## src/rtl/tlb.sv

```systemverilog
// Fully associative Sv39 TLB (4 KiB pages only) sitting between a core memory
// stage and the page table walker. It translates virtual addresses, checks
// PTE permissions against the current privilege, requests a walk on a miss
// and installs the leaf PTE that the walker returns.
module tlb #(
    parameter int ENTRIES = 8,
    parameter int IDX_W   = 3
) (
    input  logic         clk,
    input  logic         rst,
    input  logic [1:0]   mpp,
    input  logic [63:0]  satp,
    input  logic         flush,
    input  logic         lookup_valid,
    output logic         lookup_ready,
    input  logic [63:0]  lookup_vaddr,
    input  logic         lookup_is_store,
    input  logic         lookup_is_execute,
    output logic         resp_valid,
    output logic [63:0]  resp_paddr,
    output logic         resp_fault,
    output logic         ptw_req_valid,
    output logic [63:0]  ptw_req_addr,
    output logic         ptw_req_is_store,
    output logic         ptw_req_is_execute,
    input  logic         ptw_fill,
    input  logic [26:0]  ptw_fill_tag,
    input  logic [63:0]  ptw_fill_pte
);

    localparam logic [0:0] ST_IDLE   = 1'b0;
    localparam logic [0:0] ST_WALK   = 1'b1;
    localparam logic [3:0] MODE_SV39 = 4'd8;

    // Flags are kept compacted as {D, A, U, X, W, R, V}; G is not needed here.
    // Result bit 0: access allowed. Result bit 1: everything passes except D=0 on a store.
    function automatic logic [1:0] pte_check(input logic [6:0] fl, input logic [1:0] priv,
                                             input logic is_store, input logic is_exec);
        logic perm;
        logic u_ok;
        logic base;
        perm = is_store ? fl[2] : (is_exec ? fl[3] : fl[1]);
        u_ok = (priv == 2'd0) ? fl[4] : ~fl[4];
        base = fl[0] & fl[5] & perm & u_ok;
        return {base & is_store & ~fl[6], base & (~is_store | fl[6])};
    endfunction

    logic [0:0]       state;
    logic             flush_seen;
    logic [ENTRIES-1:0] valid_q;
    logic [26:0]      tag_q   [ENTRIES];
    logic [43:0]      ppn_q   [ENTRIES];
    logic [6:0]       flags_q [ENTRIES];
    logic [IDX_W-1:0] rr_ptr;

    logic             hit_any;
    logic [IDX_W-1:0] hit_idx;
    logic [43:0]      hit_ppn;
    logic [6:0]       hit_flags;
    logic [IDX_W-1:0] victim;
    logic [1:0]       hit_chk;
    logic [1:0]       fill_chk;
    logic [6:0]       fill_flags;
    logic             accept;
    logic             bypass;
    logic             dirty_inval;
    logic             install;
    logic             unused_bits;

    assign lookup_ready = (state == ST_IDLE) & ~flush;
    assign accept       = lookup_valid & lookup_ready;
    assign bypass       = (satp[63:60] != MODE_SV39) | (mpp == 2'd3);
    assign hit_chk      = pte_check(hit_flags, mpp, lookup_is_store, lookup_is_execute);
    assign fill_flags   = {ptw_fill_pte[7:6], ptw_fill_pte[4:0]};
    assign fill_chk     = pte_check(fill_flags, mpp, ptw_req_is_store, ptw_req_is_execute);
    assign dirty_inval  = accept & ~bypass & hit_any & hit_chk[1];
    assign install      = (state == ST_WALK) & ptw_fill & fill_chk[0] & ~flush & ~flush_seen;
    assign unused_bits  = ^{satp[59:0], lookup_vaddr[63:39], ptw_fill_pte[63:54],
                            ptw_fill_pte[9:8], ptw_fill_pte[5]};

    // Associative match of the request page against every valid entry.
    always_comb begin
        // NOTE: every output gets a default first so no path leaves it unassigned (no latch).
        hit_any   = 1'b0;
        hit_idx   = '0;
        hit_ppn   = '0;
        hit_flags = '0;
        for (int i = 0; i < ENTRIES; i++) begin
            if (valid_q[i] && tag_q[i] == lookup_vaddr[38:12]) begin
                hit_any   = 1'b1;
                hit_idx   = IDX_W'(i);
                hit_ppn   = ppn_q[i];
                hit_flags = flags_q[i];
            end
        end
    end

    // Victim choice: lowest-index invalid entry, else the round-robin pointer.
    always_comb begin
        victim = rr_ptr;
        for (int i = ENTRIES - 1; i >= 0; i--) begin
            if (!valid_q[i]) victim = IDX_W'(i);
        end
    end

    // Request/walk control and the registered response and walk-request outputs.
    always_ff @(posedge clk) begin
        // NOTE: sequential state uses non-blocking assignments so every register samples pre-edge values.
        if (rst) begin
            state              <= ST_IDLE;
            flush_seen         <= 1'b0;
            resp_valid         <= 1'b0;
            resp_paddr         <= '0;
            resp_fault         <= 1'b0;
            ptw_req_valid      <= 1'b0;
            ptw_req_addr       <= '0;
            ptw_req_is_store   <= 1'b0;
            ptw_req_is_execute <= 1'b0;
        end else begin
            resp_valid    <= 1'b0;
            ptw_req_valid <= 1'b0;
            case (state)
                ST_IDLE: begin
                    if (accept) begin
                        if (bypass) begin
                            resp_valid <= 1'b1;
                            resp_paddr <= lookup_vaddr;
                            resp_fault <= 1'b0;
                        end else if (hit_any && hit_chk[0]) begin
                            resp_valid <= 1'b1;
                            resp_paddr <= {8'b0, hit_ppn, lookup_vaddr[11:0]};
                            resp_fault <= 1'b0;
                        end else if (hit_any && !hit_chk[1]) begin
                            resp_valid <= 1'b1;
                            resp_fault <= 1'b1;
                        end else begin
                            // True miss, or a store hit that only lacks D: walk the page.
                            ptw_req_valid      <= 1'b1;
                            ptw_req_addr       <= lookup_vaddr;
                            ptw_req_is_store   <= lookup_is_store;
                            ptw_req_is_execute <= lookup_is_execute;
                            flush_seen         <= 1'b0;
                            state              <= ST_WALK;
                        end
                    end
                end
                ST_WALK: begin
                    if (flush) flush_seen <= 1'b1;
                    if (ptw_fill) begin
                        resp_valid <= 1'b1;
                        if (fill_chk[0]) begin
                            resp_paddr <= {8'b0, ptw_fill_pte[53:10], ptw_req_addr[11:0]};
                            resp_fault <= 1'b0;
                        end else begin
                            resp_fault <= 1'b1;
                        end
                        state <= ST_IDLE;
                    end
                end
                default: state <= ST_IDLE;
            endcase
        end
    end

    // Valid bits and replacement pointer: flush wins over invalidation and install.
    always_ff @(posedge clk) begin
        if (rst) begin
            valid_q <= '0;
            rr_ptr  <= '0;
        end else if (flush) begin
            valid_q <= '0;
        end else begin
            if (dirty_inval) valid_q[hit_idx] <= 1'b0;
            if (install) begin
                valid_q[victim] <= 1'b1;
                if (victim == rr_ptr) rr_ptr <= rr_ptr + 1'b1;
            end
        end
    end

    // Entry payload written on install.
    always_ff @(posedge clk) begin
        // NOTE: payload arrays are not reset; valid_q alone qualifies their contents.
        if (install) begin
            tag_q[victim]   <= ptw_fill_tag;
            ppn_q[victim]   <= ptw_fill_pte[53:10];
            flags_q[victim] <= fill_flags;
        end
    end

endmodule
```

## config.mk

```make
export PLATFORM = sky130hd
export DESIGN_NAME = tlb
export DESIGN_NICKNAME = d
export VERILOG_FILES = /design/src/rtl/tlb.sv
export SDC_FILE = /design/constraint.sdc
export NUM_CORES = 1
export LEC_CHECK = 0
export CORE_MARGIN = 2
export CORE_UTILIZATION = 56
export DETAILED_ROUTE_END_ITERATION = 8
export PLACE_DENSITY = 0.8
export SYNTH_ARGS = -nofsm -noshare
export SYNTH_HDL_FRONTEND = slang
export SYNTH_SLANG_ARGS = --single-unit
```

## constraint.sdc

```tcl
create_clock -name clk -period 14.7 [get_ports clk]
set_input_delay 4.41 -clock clk [delete_from_list [all_inputs] [get_ports clk]]
set_output_delay 4.41 -clock clk [all_outputs]
set_load 0.05 [all_outputs]
```

* Yosys cells after proc, flatten, opt, wreduce, memory -nomap -nowiden
Memories as Yosys holds them, arrays and structs flattened.
Cells that the tools add are included.
** Word-level totals
- Register bits after elaboration :: 146
- Output and inout port bits :: 134
- RAM bits :: 624
- Memories :: 3
** Memory list
- ppn_q :: words 8, bits a word 44, read ports 8, clocked after memory_dff 0, write ports 1, RTL line 52 : logic [43:0] ppn_q [ENTRIES];
- tag_q :: words 8, bits a word 27, read ports 8, clocked after memory_dff 0, write ports 1, RTL line 51 : logic [26:0] tag_q [ENTRIES];
- flags_q :: words 8, bits a word 7, read ports 8, clocked after memory_dff 0, write ports 1, RTL line 53 : logic [6:0] flags_q [ENTRIES];
** Cells by class
- Multiplexer cells :: 86
- Add/subtract/negate cells :: 1
- Reductions and logical operators :: 21
- Bitwise operators :: 36
- Order comparisons :: 4
- Equality and inequality tests :: 20
** Operators with widths (count)
- two-way mux 44 bit :: 8
- two-way mux 64 bit :: 5
- == test 27 bit :: 8
- one-hot mux 64 bit (2 select lines) :: 1
- two-way mux 7 bit :: 8
- two-way mux 3 bit :: 14
- two-way mux 1 bit :: 40
- two-way mux 8 bit :: 4
- bitwise AND 1 bit :: 19
- logical AND 1 bit :: 12
- inequality test 2 bit (second input constant) :: 6
- NOT 1 bit :: 11
- AND reduction 5 bit :: 2
- bitwise AND 8 bit :: 1
- less-than comparator 3 x 4 -> 1 bit (second input constant) :: 2
- NOT 8 bit :: 1
- bitwise OR 8 bit :: 1
- one-hot mux 1 bit (2 select lines) :: 4
- demux 1 bit (select 3 bit) :: 2
- greater-or-equal comparator 3 x 1 -> 1 bit (second input constant) :: 2
- AND reduction 3 bit :: 2
- inequality test 4 x 2 -> 1 bit (second input constant) :: 1
- inequality test 4 bit (second input constant) :: 1
- AND reduction 4 bit :: 1
- other kinds (9) :: 12

* Depth between registers and ports, before layout
Gate-level depths: netlist of run 1.
An unclocked memory read counts as a cell.
- Depth after elaboration :: 24
- Gate-level depth with buffers :: 16
- Gate-level depth less buffers :: 11

* Worst setup path before layout of run 1
Ideal clock, no wire load.
- Kind :: input port to flip-flop
- From :: input ptw_fill_pte[3]
- To :: memory flags_q[5][0], enable pin
- Data arrival time :: 10.994 ns
- Stages on the path :: 7
- Buffers on the path :: 0
- Setup slack :: 3.093 ns
- Required time :: 14.088 ns
- Cells stage by stage :: mux2i_1 -> nor2_1 -> a31oi_1 -> or4_1 -> nor3_1 -> nand2b_1 -> nor3_1
** On the way
- Cells in the longest elaborated chain, start to end :: 10
** Ends and longest elaborated chain
- start: declaration :: RTL line 28 : input logic [63:0] ptw_fill_pte
- two-way mux 1 bit (2 in series) :: RTL line 42 : perm = is_store ? fl[2] : (is_exec ? fl[3] : fl[1]);
- bitwise AND 1 bit (2 in series) :: RTL line 44 : base = fl[0] & fl[5] & perm & u_ok;
- bitwise AND 1 bit :: RTL line 45 : return {base & is_store & ~fl[6], base & (~is_store | fl[6])};
- bitwise AND 1 bit (3 in series) :: RTL line 77 : assign install = (state == ST_WALK) & ptw_fill & fill_chk[0] & ~flush & ~flush_seen;
- two-way mux 1 bit :: RTL line 184 : if (install) begin
- two-way mux 1 bit (implied by the code) :: RTL line 187 : flags_q[victim] <= fill_flags;
- end: declaration :: RTL line 53
No other way between the ends.

* Final worst setup path of run 1
- From :: input flush
- To :: output lookup_ready
** On the way
- Cells in the longest elaborated chain, start to end :: 2
** Ends and longest elaborated chain
- start: declaration :: RTL line 13 : input logic flush,
- NOT 1 bit (no line)
- bitwise AND 1 bit :: RTL line 70 : assign lookup_ready = (state == ST_IDLE) & ~flush;
- end: declaration :: RTL line 15 : output logic lookup_ready,
No other way between the ends.

==> results of run 1 <==
## path summary, 6_finish.rpt
kind / depth (start not counted) / endpoint
hold / removal: 2 / ptw_req_addr[36]
setup / recovery: 3 / lookup_ready
setup reg to reg: 13 / ptw_req_addr[8]
hold reg to reg: 2 / ptw_req_addr[36]
## worst reg2reg max path, cell delays in order (launching register included)
cell	delay (ns)
sky130_fd_sc_hd__edfxtp_1	0.38
sky130_fd_sc_hd__xor2_1	0.15
sky130_fd_sc_hd__nor4_1	0.84
sky130_fd_sc_hd__nand3_1	0.48
sky130_fd_sc_hd__nor2_4	0.18
sky130_fd_sc_hd__buf_4	0.64
sky130_fd_sc_hd__a311oi_1	0.21
sky130_fd_sc_hd__a32oi_1	0.25
sky130_fd_sc_hd__o211ai_1	0.16
sky130_fd_sc_hd__or4b_1	0.57
sky130_fd_sc_hd__nor3_4	0.89
sky130_fd_sc_hd__buf_4	0.57
sky130_fd_sc_hd__o21ai_0	0.23
sky130_fd_sc_hd__a21oi_1	0.22
## state kept, by name, indices dropped and copies added (netlist names), 3 cells and up
signal and cells:
ppn_q 352, tag_q 216, ptw_req_addr 64, resp_paddr 64
flags_q 56, valid_q 8, rr_ptr 3
## per-layer routing
layer	vias to the layer above	routed length [um]	track usage [%]
li1	9635	-	-
met1	11260	33930	42.35
met2	1783	45260	52.94
met3	354	12240	7.194
met4	6	4844	16.45
met5	-	38	0
## power by group
| part | leakage [nW] | internal [mW] | switching (mW) |
|---|---|---|---|
| logic | 3.71 | 0.0993 | 0.185 |
| registers | 6.79 | 2.37 | 0.00819 |
| clock network | 1.17 | 1.05 | 0.832 |
## area by class of cell
type	count	area share, %
flip-flops and latches	770	57.89
multi-input cells	1394	24.09
repair buffers	351	8.960
clock buffers	106	5.657
well taps	748	2.501
clock inverters	34	0.7589
inverters	12	0.1270
diodes	3	0.02006
## metrics by stage
stage          cell area (um^2)  utilization (%)  hold slack (ns)
3_3_place_gp              35020            63.43           0.4494
4_1_cts                   37420            67.78           0.4624
6_report                  37420            67.80           0.4610
5_1_grt                   37420            67.79           0.4823
2_1_floorplan             31360                -           0.4808
3_5_place_dp              35020            63.43           0.4561
## cells by family after synthesis
group           Yosys count  synth area share [%]
xor+xnor                229                 6.420
simple gates            460                 7.406
compound gates          687                 13.96
mux                      17                0.5467
buf+inv                 191                 2.550
fa+ha+maj                 1               0.03990
flops                   770                 69.08
## layout by cell type, fill, tap and decap left out, types with 4 or more instances in the layout
master	instances
sky130_fd_sc_hd__a221oi_1	87
sky130_fd_sc_hd__inv_6	4
sky130_fd_sc_hd__nand4_1	64
sky130_fd_sc_hd__clkbuf_8	8
sky130_fd_sc_hd__o21ai_0	169
sky130_fd_sc_hd__o311ai_0	5
sky130_fd_sc_hd__clkinv_1	11
sky130_fd_sc_hd__a21oi_1	230
sky130_fd_sc_hd__a211oi_1	59
sky130_fd_sc_hd__or2_2	4
sky130_fd_sc_hd__nor4_1	40
sky130_fd_sc_hd__clkdlybuf4s50_1	287
sky130_fd_sc_hd__clkinv_2	11
sky130_fd_sc_hd__nand3_1	81
sky130_fd_sc_hd__or4_1	4
sky130_fd_sc_hd__edfxtp_1	624
sky130_fd_sc_hd__xor2_1	77
sky130_fd_sc_hd__o2111ai_1	4
sky130_fd_sc_hd__dfxtp_1	145
sky130_fd_sc_hd__clkbuf_16	77
sky130_fd_sc_hd__nand4bb_1	4
sky130_fd_sc_hd__nor2_1	68
sky130_fd_sc_hd__o32a_1	43
sky130_fd_sc_hd__a311oi_1	4
sky130_fd_sc_hd__buf_4	64
sky130_fd_sc_hd__nor3_1	12
sky130_fd_sc_hd__a31oi_1	5
sky130_fd_sc_hd__xnor2_1	151
sky130_fd_sc_hd__o211ai_1	5
sky130_fd_sc_hd__and3_1	7
sky130_fd_sc_hd__nand2b_1	8
sky130_fd_sc_hd__o21a_1	5
sky130_fd_sc_hd__and2_1	4
sky130_fd_sc_hd__nand3b_1	5
sky130_fd_sc_hd__inv_1	10
sky130_fd_sc_hd__nand2_1	122
sky130_fd_sc_hd__nor2_4	8
sky130_fd_sc_hd__clkbuf_1	20
sky130_fd_sc_hd__mux2i_1	16
sky130_fd_sc_hd__o22ai_1	44
==> impl_metrics.xml, run 1 <==
<?xml version="1.0" encoding="UTF-8"?>
<metrics>
  <group name="cts">
    <metric name="cts-root-to-sink-buffers" unit="">3</metric>
    <metric name="clock-root-buffer" unit="">sky130_fd_sc_hd__clkbuf_16</metric>
    <metric name="clock_tree_sinks" unit="">770</metric>
    <metric name="post_cts_hold_buffer_count" unit="">0</metric>
    <metric name="cts_setup_buffers" unit="">0</metric>
    <metric name="htree_levels" unit="">3</metric>
    <metric name="cts_tree" unit="">built</metric>
    <metric name="clkSlewWorstSetupHoldPaths" unit="ns">0.06</metric>
    <metric name="postCtsResizedCells" unit="">0</metric>
    <metric name="tritoncts.num_buffers" unit="">77</metric>
    <metric name="insertion_delay" unit="ns">0.64</metric>
  </group>
  <group name="sta">
    <metric name="rsz0062_at_grt" unit="">no</metric>
    <metric name="setup_tns" unit="ns">0</metric>
    <metric name="timing.final.crit_period" unit="ns">10.50</metric>
    <metric name="setup-violations-final" unit="">0</metric>
    <metric name="worst-slew-pin-transition" unit="ns">1.290</metric>
    <metric name="max_freq" unit="GHz">0.09520</metric>
    <metric name="finalClockSkew" unit="ns">0.03404</metric>
    <metric name="finalMaxSlewViolations" unit="">0</metric>
    <metric name="finalCritPeriodShare" unit="%">71.46</metric>
    <metric name="max-slew-margin-rel" unit="%">13.38</metric>
    <metric name="final-hold-violation-count" unit="">0</metric>
    <metric name="final_setup_margin" unit="ns">4.196</metric>
  </group>
  <group name="die">
    <metric name="die_extent_in_y" unit="um">240.6</metric>
    <metric name="initial_utilization" unit="%">56.80</metric>
    <metric name="fp-row-count" unit="">86</metric>
    <metric name="fp.dieArea" unit="um^2">57900</metric>
    <metric name="pin_count" unit="">362</metric>
    <metric name="core_region_area" unit="um^2">55200</metric>
    <metric name="die_x" unit="um">240.6</metric>
  </group>
  <group name="finish">
    <metric name="layout.filler_cells" unit="">3720</metric>
    <metric name="drive_gt1_share" unit="%">7.874</metric>
    <metric name="register_area" unit="um^2">21660</metric>
    <metric name="finalNetCount" unit="">2835</metric>
    <metric name="multi_input_comb_area" unit="um^2">9015</metric>
    <metric name="instances_no_fill" unit="">3418</metric>
    <metric name="syn_to_final_growth" unit="%">19.35</metric>
  </group>
  <group name="power">
    <metric name="power.leakage" unit="nW">11.67</metric>
    <metric name="power.total" unit="mW">4.542</metric>
    <metric name="peak_supply_drop" unit="V">0.00008950</metric>
    <metric name="power.density" unit="nW/um^2">121.4</metric>
  </group>
  <group name="critical_path">
    <metric name="slowest_stage" unit="">sky130_fd_sc_hd__clkdlybuf4s50_1</metric>
    <metric name="worst_ep_arrival_time" unit="ns">6.09</metric>
    <metric name="worstPathRequired" unit="ns">10.29</metric>
    <metric name="path_cells" unit="">clkdlybuf4s50_1 &gt; nor2_1 &gt; clkdlybuf4s50_1</metric>
    <metric name="reg2reg_from" unit="">tag_q[1][25]</metric>
    <metric name="path_common_cell" unit="">sky130_fd_sc_hd__clkdlybuf4s50_1</metric>
    <metric name="rrSetupSlack" unit="ns">8.85</metric>
    <metric name="critical_path.top_delay_family" unit="">buffers and inverters</metric>
    <metric name="setup.worst_path.end_class" unit="">output pin</metric>
    <metric name="critical_path_buf_inv_count" unit="">2</metric>
    <metric name="critical_path_class" unit="">in2out</metric>
    <metric name="cp_peak_stage_delay" unit="ns">0.89</metric>
    <metric name="worstPathMaxFanout" unit="">5</metric>
    <metric name="timing.critical_path.from" unit="">flush</metric>
    <metric name="critical_path.startpoint_type" unit="">input port</metric>
  </group>
  <group name="global_route">
    <metric name="groute.usage.overall" unit="%">32.85</metric>
    <metric name="first_pass_grt_wire_length" unit="um">139100</metric>
    <metric name="grt_overflow" unit="">0</metric>
    <metric name="grt_antenna_before_repair" unit="">5</metric>
    <metric name="grt_pass1_vias" unit="">22510</metric>
    <metric name="grt_start_max_net_pins" unit="">89</metric>
  </group>
  <group name="place">
    <metric name="post_detail_place_hpwl" unit="um">55670</metric>
    <metric name="gpl.final_weighted_congestion" unit="">0.9407</metric>
    <metric name="placedCellCount" unit="">3275</metric>
    <metric name="portBuffers" unit="">288</metric>
    <metric name="place_ws" unit="ns">4.203</metric>
  </group>
  <group name="logic_synthesis">
    <metric name="synth_top_flop_cell" unit="">sky130_fd_sc_hd__edfxtp_1</metric>
    <metric name="ys_seq_area_share" unit="%">69.08</metric>
    <metric name="ys_types" unit="">67</metric>
    <metric name="async_reset_ff_share" unit="%">0</metric>
    <metric name="synthMostInstantiatedCell" unit="">sky130_fd_sc_hd__edfxtp_1</metric>
    <metric name="synth_edf_count" unit="">624</metric>
    <metric name="yosysTopAreaCellShare" unit="%">59.76</metric>
    <metric name="ys_top_cells_by_area" unit="">sky130_fd_sc_hd__edfxtp_1, sky130_fd_sc_hd__dfxtp_1, sky130_fd_sc_hd__xnor2_1</metric>
    <metric name="netlist_area_before_placement" unit="um^2">31360</metric>
    <metric name="post_synth_inst_count" unit="">2355</metric>
    <metric name="post_synth.cell_area_avg" unit="um^2">13.31</metric>
    <metric name="yosys_register_bits" unit="">770</metric>
    <metric name="syn_nets" unit="">2584</metric>
    <metric name="yosys-top-cells-count" unit="">sky130_fd_sc_hd__edfxtp_1, sky130_fd_sc_hd__a21oi_1, sky130_fd_sc_hd__o21ai_0</metric>
    <metric name="ys.warnings.count" unit="">0</metric>
    <metric name="netlist.top_cell.by_area" unit="">sky130_fd_sc_hd__edfxtp_1</metric>
  </group>
  <group name="hold_path">
    <metric name="timing.hold.worst.class" unit="">reg2reg</metric>
    <metric name="holdCritStartpoint" unit="">ptw_req_addr[36]</metric>
  </group>
  <group name="route">
    <metric name="number_of_design_rule_violations_left_after_detail_routing" unit="">0</metric>
    <metric name="routed_wire_length_per_instance" unit="um">28.18</metric>
    <metric name="final_ant_viol_nets" unit="">0</metric>
    <metric name="drt_iter0_markers" unit="">3157</metric>
    <metric name="detail_route.vias_per_cell" unit="">6.740</metric>
    <metric name="drt_first_pass_iters" unit="">6</metric>
    <metric name="drt_wl_total" unit="um">96310</metric>
    <metric name="via_count_of_the_routed_design" unit="">23040</metric>
  </group>
  <group name="outcome">
    <metric name="result_of_the_run" unit="">completed</metric>
  </group>
  <group name="flow_run">
    <metric name="timing.max_cap.violations" unit="">0</metric>
  </group>
</metrics>
No activity file was read; power rests on OpenSTA's default activity.
==> run 2: changes to the inputs <==
- CORE_UTILIZATION: 56 -> 51
- PLACE_DENSITY: 0.8 -> 0.77
- clock period: 14.7 -> 9.4 ns (I/O delays scaled with it)
==> run 2 against run 1 <==
Setup slack lost 2.5 ns; via count down 0.92%; cell count increased by 1.1%; first-iteration DRC count is 4.1% lower; non-clock buffer count up 6; register-to-register slack lost 4.1 ns; combinational power increased by 57%; critical endpoint is now flush_seen; largest power group unchanged.
==> impl_metrics.xml, run 2 (synthesis results as in run 1) <==
<?xml version="1.0" encoding="UTF-8"?>
<metrics>
  <group name="critical_path">
    <metric name="worst_ep_arrival_time" unit="ns">8.14</metric>
    <metric name="worstPathRequired" unit="ns">9.87</metric>
    <metric name="critical_path.startpoint_type" unit="">input port</metric>
    <metric name="worstPathMaxFanout" unit="">60</metric>
    <metric name="setup.worst_path.end_class" unit="">register</metric>
    <metric name="critical_path_class" unit="">in2reg</metric>
  </group>
  <group name="power">
    <metric name="power.density" unit="nW/um^2">191.0</metric>
    <metric name="power.total" unit="mW">7.201</metric>
    <metric name="power.leakage" unit="nW">11.81</metric>
    <metric name="peak_supply_drop" unit="V">0.0001525</metric>
  </group>
  <group name="cts">
    <metric name="clock_tree_sinks" unit="">770</metric>
    <metric name="clock-root-buffer" unit="">sky130_fd_sc_hd__clkbuf_16</metric>
    <metric name="postCtsResizedCells" unit="">0</metric>
    <metric name="post_cts_hold_buffer_count" unit="">0</metric>
    <metric name="clkSlewWorstSetupHoldPaths" unit="ns">0.06</metric>
    <metric name="tritoncts.num_buffers" unit="">77</metric>
    <metric name="cts-root-to-sink-buffers" unit="">3</metric>
    <metric name="insertion_delay" unit="ns">0.65</metric>
    <metric name="cts_tree" unit="">built</metric>
    <metric name="cts_setup_buffers" unit="">0</metric>
    <metric name="htree_levels" unit="">3</metric>
  </group>
  <group name="route">
    <metric name="drt_wl_total" unit="um">98280</metric>
    <metric name="number_of_design_rule_violations_left_after_detail_routing" unit="">0</metric>
    <metric name="routed_wire_length_per_instance" unit="um">28.43</metric>
    <metric name="drt_first_pass_iters" unit="">5</metric>
    <metric name="final_ant_viol_nets" unit="">0</metric>
    <metric name="via_count_of_the_routed_design" unit="">22830</metric>
    <metric name="detail_route.vias_per_cell" unit="">6.603</metric>
    <metric name="drt_iter0_markers" unit="">3027</metric>
  </group>
  <group name="sta">
    <metric name="finalClockSkew" unit="ns">0.03707</metric>
    <metric name="max_freq" unit="GHz">0.1305</metric>
    <metric name="max-slew-margin-rel" unit="%">20.64</metric>
    <metric name="finalMaxSlewViolations" unit="">0</metric>
    <metric name="setup_tns" unit="ns">0</metric>
    <metric name="setup-violations-final" unit="">0</metric>
    <metric name="finalCritPeriodShare" unit="%">81.53</metric>
    <metric name="rsz0062_at_grt" unit="">no</metric>
    <metric name="final-hold-violation-count" unit="">0</metric>
    <metric name="worst-slew-pin-transition" unit="ns">1.187</metric>
    <metric name="timing.final.crit_period" unit="ns">7.664</metric>
  </group>
  <group name="finish">
    <metric name="instances_no_fill" unit="">3457</metric>
    <metric name="mostFrequentLayoutCell" unit="">sky130_fd_sc_hd__edfxtp_1</metric>
    <metric name="finish.instance_area" unit="um^2">37710</metric>
    <metric name="layout.filler_cells" unit="">4388</metric>
    <metric name="most_frequent_cells_in_the_layout" unit="">sky130_fd_sc_hd__edfxtp_1, sky130_fd_sc_hd__clkdlybuf4s50_1, sky130_fd_sc_hd__a21oi_1, sky130_fd_sc_hd__o21ai_0, sky130_fd_sc_hd__xnor2_1</metric>
    <metric name="top_register" unit="">ppn_q</metric>
    <metric name="syn_to_final_growth" unit="%">20.27</metric>
    <metric name="drive_gt1_share" unit="%">8.012</metric>
    <metric name="finalNetCount" unit="">2841</metric>
    <metric name="largest_register_ff_count" unit="">352</metric>
    <metric name="top_regs" unit="">ppn_q (352), tag_q (216)</metric>
  </group>
  <group name="place">
    <metric name="placedCellCount" unit="">3315</metric>
    <metric name="portBuffers" unit="">288</metric>
    <metric name="post_detail_place_hpwl" unit="um">58470</metric>
    <metric name="postPlaceCellArea" unit="um^2">35200</metric>
    <metric name="gpl.final_weighted_congestion" unit="">0.9455</metric>
  </group>
  <group name="flow_run">
    <metric name="timing.max_cap.violations" unit="">0</metric>
  </group>
  <group name="die">
    <metric name="die_x" unit="um">252.0</metric>
    <metric name="core_region_area" unit="um^2">60580</metric>
    <metric name="pin_count" unit="">362</metric>
    <metric name="fp.dieArea" unit="um^2">63480</metric>
    <metric name="fp-row-count" unit="">90</metric>
    <metric name="die_extent_in_y" unit="um">252.0</metric>
    <metric name="initial_utilization" unit="%">51.76</metric>
  </group>
  <group name="global_route">
    <metric name="grt_start_max_net_pins" unit="">90</metric>
    <metric name="groute.usage.overall" unit="%">30.46</metric>
    <metric name="grt_overflow" unit="">0</metric>
    <metric name="first_pass_grt_wire_length" unit="um">142900</metric>
    <metric name="grt_pass1_vias" unit="">22440</metric>
    <metric name="grt_antenna_before_repair" unit="">5</metric>
  </group>
  <group name="outcome">
    <metric name="result_of_the_run" unit="">completed</metric>
  </group>
  <group name="hold_path">
    <metric name="timing.hold.worst.class" unit="">reg2reg</metric>
  </group>
</metrics>
run 2: cell types whose count changed in the layout (fill, tap and decap cells not counted), moves of 2 or more:
| cell | before | now |
|---|---|---|
| sky130_fd_sc_hd__buf_12 | 0 | 7 |
| sky130_fd_sc_hd__bufinv_16 | 2 | 5 |
| sky130_fd_sc_hd__clkbuf_1 | 20 | 22 |
| sky130_fd_sc_hd__clkinv_1 | 11 | 9 |
| sky130_fd_sc_hd__clkinv_16 | 1 | 3 |
| sky130_fd_sc_hd__clkinvlp_4 | 3 | 1 |
| sky130_fd_sc_hd__inv_6 | 4 | 1 |
| sky130_fd_sc_hd__nor3_2 | 2 | 0 |
| sky130_fd_sc_hd__nor3_4 | 1 | 3 |
run 2: routing by layer:
layer | vias to the layer above | GRT usage, % | share of wire (%)
met4 | 6 | 13.14 | 4.3
li1 | 9663 | - | -
met2 | 1737 | 48.56 | 47
met1 | 11140 | 40.12 | 37
met5 | - | 0 | 0.047
met3 | 284 | 7.160 | 12
run 2: cell type report:
cell class / count / area (um^2) / area share (%)
antenna: 4 / 10.01 / 0.02654
clock buffer: 106 / 2106 / 5.584
clock inverter: 32 / 400.4 / 1.062
inverter: 12 / 47.55 / 0.1261
multi-input combinational: 1394 / 9019 / 23.92
sequential: 770 / 21660 / 57.45
tap: 782 / 978.4 / 2.595
timing repair buffer: 357 / 3486 / 9.244
run 2: path summary, 6_finish.rpt:
path              cells after the start              from  slack [ns]          endpoint
setup reg to reg                     12      tag_q[2][21]        4.78        flush_seen
hold / removal                        2  ptw_req_addr[18]        0.46  ptw_req_addr[18]
setup / recovery                     14  lookup_vaddr[24]        1.74        flush_seen
hold reg to reg                       2  ptw_req_addr[18]        0.46  ptw_req_addr[18]
run 2: stage by stage:
stage | hold slack (ns) | util, % | setup slack [ns]
after floorplan | 0.4808 | - | 1.538
after global placement | 0.4491 | 58.09 | 1.304
after detailed placement | 0.4570 | 58.09 | 1.230
after CTS | 0.4647 | 62.23 | 1.872
after global routing | 0.4837 | 62.23 | 1.618
final | 0.4638 | 62.25 | 1.736
run 2: report_power, final:
group | switching, mW | internal (mW) | total, mW
clock network | 1.31 | 1.73 | 3.04
registers | 0.0133 | 3.70 | 3.71
logic | 0.292 | 0.156 | 0.448
run 2: worst max-delay path: stages:
cell                              delay [ns]
sky130_fd_sc_hd__clkdlybuf4s50_1        1.05
sky130_fd_sc_hd__xnor2_1                0.59
sky130_fd_sc_hd__nand4_1                0.16
sky130_fd_sc_hd__nor4_1                 0.39
sky130_fd_sc_hd__buf_4                  0.23
sky130_fd_sc_hd__and2_1                 0.45
sky130_fd_sc_hd__a211oi_1               0.18
sky130_fd_sc_hd__a2111oi_2              0.34
sky130_fd_sc_hd__a211o_1                0.16
sky130_fd_sc_hd__or4b_1                 0.52
sky130_fd_sc_hd__or3_2                  0.67
sky130_fd_sc_hd__buf_12                 0.27
sky130_fd_sc_hd__a32oi_1                0.22
sky130_fd_sc_hd__nor2_1                 0.05
==> variant 1 (config.mk and constraints of run 1) <==
Set the parameter `ENTRIES` to 16 (it was 8).
--- a/src/rtl/tlb.sv
+++ b/src/rtl/tlb.sv
@@ -4,5 +4,5 @@
 // and installs the leaf PTE that the walker returns.
 module tlb #(
-    parameter int ENTRIES = 8,
+    parameter int ENTRIES = 16,
     parameter int IDX_W   = 3
 ) (
Function: not settled (the Yosys comparison gave no result); the edit may change what the design does.
==> variant 1 against run 1 <==
Core utilization rose by 0.27 points. Total power rose by 2.5%. Die area rose by 2.7%. Count of clock-buffer cells in the layout fell by 9. Setup slack got worse by 0.085 ns. Via count fell by 3.1%. Cell area rose by 3.0%. Synthesized area rose by 2.8%. Routed wire length fell by 2.8%. Clock skew fell by 0.012 ns. Sequential cell count fell by 3. Critical path type unchanged. Critical endpoint unchanged. Largest cell class unchanged. Highest routed layer unchanged.
==> variant 1: results (changes against run 1) <==
| Metric | Value |
|---|---|
| Largest family of logic cells by synthesized area | `simple AND/OR/NAND/NOR gates` |
| Total GRT Usage | `0.312 (-0.0168)` |
| DR iter-0 viols | `2656 (-16%)` |
| Vias in the first global route | `22000 (-2.4%)` |
| Combinational Power | `295 uW (+4%)` |
| EDFF count, synth | `624 (unchanged)` |
| R2R Path End | `resp_paddr[1]` |
| H-tree depth | `3 (unchanged)` |
| Layout Cells excl Fill | `3516 (+2.9%)` |
| Maximum buffer depth of the clock tree | `3 (unchanged)` |
| Synth Area in Compound Gates | `0.0757 (-0.0639)` |
| Most frequent cells after synthesis | `edfxtp_1, nand2b_1, xnor2_1` |
| Static Leakage | `0.0126 uW (+8.4%)` |
| Placed Area | `36000 um^2 (+2.7%)` |
| Sequential fraction of the synthesis area | `0.670 (-0.0204)` |
| Syn avg cell area | `13.3 um^2 (+0.13%)` |
| Regs by FF count | `ppn_q (352), tag_q (216)` |
| Count of different cell masters after synthesis | `71 (+6.0%)` |
| Post-Synth XOR/XNOR Area | `0.0590 (-0.00522)` |
| Initial antenna violation count | `6 (+1)` |
| Fillers | `3858 (+3.7%)` |
| Largest net degree at the start of global routing | `155 (+74%)` |
| Resize count post-CTS | `0 (unchanged)` |
| Wirelength per Cell | `26.6 um (-5.5%)` |
| Initial DRT Pass Iterations | `5 (-1)` |
| Vias per Instance | `6.35 (-5.8%)` |
| Mux cell area share after synthesis | `0.0455 (+0.0401)` |
| Worst R2R Start | `tag_q[1][5]` |
| Comb power frac | `0.063 (about the same)` |
| Clock Tree Root | `clkbuf_16` |
| Placed cells | `3370 (+2.9%)` |
| CP Max Fanout | `5 (unchanged)` |
| Sw Ratio | `0.220 (-0.00529)` |
| Hold path endpoint | `ptw_req_addr[29]` |
| R2R Setup Slk | `9.02 ns (+0.17 ns)` |
| Clock latency on the worst-skew pair | `0.64 ns (about the same)` |
| First-pass GRT wire length | `137000 um (-1.3%)` |
| Syn_nets | `2645 (+2.4%)` |
| Worst hold start | `ptw_req_addr[29]` |
| Max Clock Skew | `0.0223 ns (-0.0117 ns)` |
| HPWL Detailed | `56400 um (+1.3%)` |
| Status | `complete, no violations` |
| Top post-synthesis cells by area | `edfxtp_1, dfxtp_1, xnor2_1, mux2i_1, nand2b_1` |
| Peak VDD IR | `0.0887 mV (-0.90%)` |
| Num CTS Buffers | `78 (+1.3%)` |
| Worst hold slack | `0.474 ns (+0.0132 ns)` |
| Clock share of power | `0.429 (+0.014)` |
| Setup Fix Bufs, Post-CTS | `0 (unchanged)` |
| Nets@finish | `2922 (+3.1%)` |
| Worst slew pin tran | `1.28 ns (-0.00640 ns)` |
| Final period util | `0.720 (+0.00580)` |
| Gp weighted congestion | `0.951 (+1.1%)` |
| Crit path from | `flush` |
| Synth warn | `0 (unchanged)` |
| Adder-Cell Fraction of Synth Area | `0 (-0.000399)` |
| WP data arrival | `6.18 ns (+0.09 ns)` |
| FF-to-FF path depth | `13 (unchanged)` |
| Fraction of layout cells with a size suffix above 1 | `0.0754 (-0.00330)` |
| Post-synth ARST share | `0 (unchanged)` |
==> variant 1: cell count changes in the layout (fill, tap and decap cells not counted), sizes merged, moves of 75 or more <==
cell	change
a21oi	-181
a221oi	-83
mux2i	+116
nand2b	+179
nor2	+92
o21ai	-75
==> variant 1: layout make-up <==
class	instances	area (um^2)	area share
sequential	767	21600	0.561
multi-input combinational	1481	9990	0.259
timing repair buffer	348	3350	0.0869
antenna	3	7.51	0.000195
tap	756	946	0.0245
clock inverter	46	503	0.0131
inverter	18	67.6	0.00175
clock buffer	97	2060	0.0535
==> variant 1: per-layer routing <==
metal	up-vias	routed length [um]	GRT usage
li1	9620	-	-
met1	10900	34100	0.408
met2	1527	44800	0.510
met3	267	10500	0.0552
met4	4	4200	0.142
met5	-	28	0
==> variant 1: worst max-delay path, cell delays in order <==
cell,delay (ns)
clkdlybuf4s50_1,0.59
nor2_1,0.32
clkdlybuf4s50_1,0.86
==> variant 2 (config.mk and constraints of run 1) <==
Made on the original files. Register the output `resp_fault` once more, cleared by the reset; this adds one clock of latency there. The other outputs are not delayed to match.
--- a/src/rtl/tlb.sv
+++ b/src/rtl/tlb.sv
@@ -33,4 +33,6 @@
     localparam logic [3:0] MODE_SV39 = 4'd8;
 
+    logic resp_fault_s0;
+
     // Flags are kept compacted as {D, A, U, X, W, R, V}; G is not needed here.
     // Result bit 0: access allowed. Result bit 1: everything passes except D=0 on a store.
@@ -112,5 +114,5 @@
             resp_valid         <= 1'b0;
             resp_paddr         <= '0;
-            resp_fault         <= 1'b0;
+            resp_fault_s0      <= 1'b0;
             ptw_req_valid      <= 1'b0;
             ptw_req_addr       <= '0;
@@ -126,12 +128,12 @@
                             resp_valid <= 1'b1;
                             resp_paddr <= lookup_vaddr;
-                            resp_fault <= 1'b0;
+                            resp_fault_s0 <= 1'b0;
                         end else if (hit_any && hit_chk[0]) begin
                             resp_valid <= 1'b1;
                             resp_paddr <= {8'b0, hit_ppn, lookup_vaddr[11:0]};
-                            resp_fault <= 1'b0;
+                            resp_fault_s0 <= 1'b0;
                         end else if (hit_any && !hit_chk[1]) begin
                             resp_valid <= 1'b1;
-                            resp_fault <= 1'b1;
+                            resp_fault_s0 <= 1'b1;
                         end else begin
                             // True miss, or a store hit that only lacks D: walk the page.
@@ -151,7 +153,7 @@
                         if (fill_chk[0]) begin
                             resp_paddr <= {8'b0, ptw_fill_pte[53:10], ptw_req_addr[11:0]};
-                            resp_fault <= 1'b0;
+                            resp_fault_s0 <= 1'b0;
                         end else begin
-                            resp_fault <= 1'b1;
+                            resp_fault_s0 <= 1'b1;
                         end
                         state <= ST_IDLE;
@@ -189,3 +191,11 @@
     end
 
+    always_ff @(posedge clk) begin
+        if (rst) begin
+            resp_fault <= '0;
+        end else begin
+            resp_fault <= resp_fault_s0;
+        end
+    end
+
 endmodule
Formal check against the unedited RTL: not equivalent (Yosys sat finds a counterexample within 4 cycles, from zero or initial values and one cycle with rst high).
==> variant 2 against run 1 <==
Synthesized area grew 1.5%. Setup slack improved by 0.15 ns. Cell area is 1.2% higher. Clock skew is 0.0078 ns lower. Routed wire length is 2.9% lower. Die area increased by 1.5%. Non-clock buffer count is 9 lower. Count of clock-buffer cells in the layout unchanged. Sequential cell count is 1 higher. Total power is 1.5% higher. Critical endpoint unchanged.
==> variant 2: results (changes against run 1) <==
| Metric | Value |
|---|---|
| Routed length on met2 | `44100 um (-2.5%)` |
| DR iter-0 viols | `2840 (-10%)` |
| Combinational Power | `between 200 and 300 uW` |
| Max Clock Skew | `0.0262 ns (-0.00783 ns)` |
| Count of different cell masters after synthesis | `86 (+28%)` |
| Met3 usage | `0.0585 (-0.0135)` |
| Total GRT Usage | `0.313 (-0.0159)` |
| Status | `complete, no violations` |
| H-tree depth | `3 (unchanged)` |
| Initial DRT Pass Iterations | `8 (+2)` |
| Total Power | `4610 uW (+1.5%)` |
| Sequential fraction of the synthesis area | `0.681 (-0.00969)` |
| Placed Area | `35300 um^2 (+0.95%)` |
| Initial antenna violation count | `6 (+1)` |
| Post-Synth XOR/XNOR Area | `0.0611 (-0.00312)` |
| HPWL Detailed | `55300 um (-0.65%)` |
| Peak VDD IR | `0.0892 mV (-0.38%)` |
| Resize count post-CTS | `0 (unchanged)` |
| Largest net degree at the start of global routing | `99 (+11%)` |
| Clock latency on the worst-skew pair | `0.63 ns` |
| CP max stage delay | `0.85 ns (-0.04 ns)` |
| Wirelength per Cell | `27.4 um (-2.6%)` |
| Most frequent cells after synthesis | `edfxtp_1, nand2_1, dfxtp_1` |
| Num CTS Buffers | `76 (-1.3%)` |
| Placed cells | `3264 (-0.34%)` |
| Fraction of layout cells with a size suffix above 1 | `0.0872 (+0.00850)` |
| Mux cell area share after synthesis | `0.00503 (-0.000435)` |
| Clock Tree Root | `clkbuf_16` |
| Gp weighted congestion | `0.899 (-4.4%)` |
| Synth Area in Compound Gates | `0.116 (-0.0236)` |
| Setup Fix Bufs, Post-CTS | `0 (unchanged)` |
| GRT met2 Usage | `0.503 (-0.0262)` |
| WP data arrival | `5.94 ns (-0.15 ns)` |
| First-pass GRT wire length | `138000 um (-0.93%)` |
| Met1 wire length | `34300 um (+0.97%)` |
| Number of port buffers | `288 (unchanged)` |
| Layout Cells excl Fill | `3407 (-0.32%)` |
| Top post-synthesis cells by area | `edfxtp_1, dfxtp_1, xnor2_1, xor2_1, nand2_1` |
| Congestion Overflow GR | `0 (unchanged)` |
| Adder-Cell Fraction of Synth Area | `0.000393 (-0.00000596)` |
| Vias per Instance | `6.58 (-2.4%)` |
| Synth warn | `0 (unchanged)` |
| Clock group | `1950 uW (+4%)` |
| Post-synth ARST share | `0 (unchanged)` |
| Sw Ratio | `0.218 (-0.00777)` |
| Crit path max-delay family | `buffers and inverters` |
| Worst slew pin tran | `1.34 ns (+0.0487 ns)` |
| Met1 usage | `0.412 (-0.0113)` |
| Met3 wire length | `10600 um (-13%)` |
| Syn_nets | `2567 (-0.66%)` |
| Nets@finish | `2815 (-0.71%)` |
| Syn avg cell area | `13.6 um^2 (+2.3%)` |
| Post-Place Setup Slack | `4.21 ns (+0.00811 ns)` |
| CP Max Fanout | `4 (-1)` |
| Hold/Removal Path Class | `reg -> reg` |
| Static Leakage | `0.0123 uW (+5.4%)` |
variant 2: changes by cell type after synthesis, sizes merged, moves of 43 or more:
cell and delta:
or3 +92, a221oi -85, a211oi -46, o32a -43
a31oi +43, o2bb2ai +66, and3 +66, o21ai -82
o311a +46, a21oi -144
variant 2: cell type report:
| type | count | area [um^2] |
|---|---|---|
| Clock inverter | 34 | 329 |
| Timing Repair Buffer | 342 | 3290 |
| Multi-Input combinational cell | 1380 | 9380 |
| Fill cell | 3769 | 18400 |
| Antenna cell | 3 | 7.51 |
| Inverter | 15 | 56.3 |
| Tap cell | 756 | 946 |
| Sequential cell | 771 | 21700 |
| Clock buffer | 106 | 2180 |
variant 2: path summary, 6_finish.rpt:
path | from | endpoint | slack, ns | cells past startpoint
setup / recovery | flush | lookup_ready | 4.35 | 3
hold / removal | ptw_req_addr[43] | ptw_req_addr[43] | 0.47 | 2
setup reg to reg | tag_q[1][14] | resp_paddr[20] | 9.21 | 13
hold reg to reg | ptw_req_addr[43] | ptw_req_addr[43] | 0.47 | 2
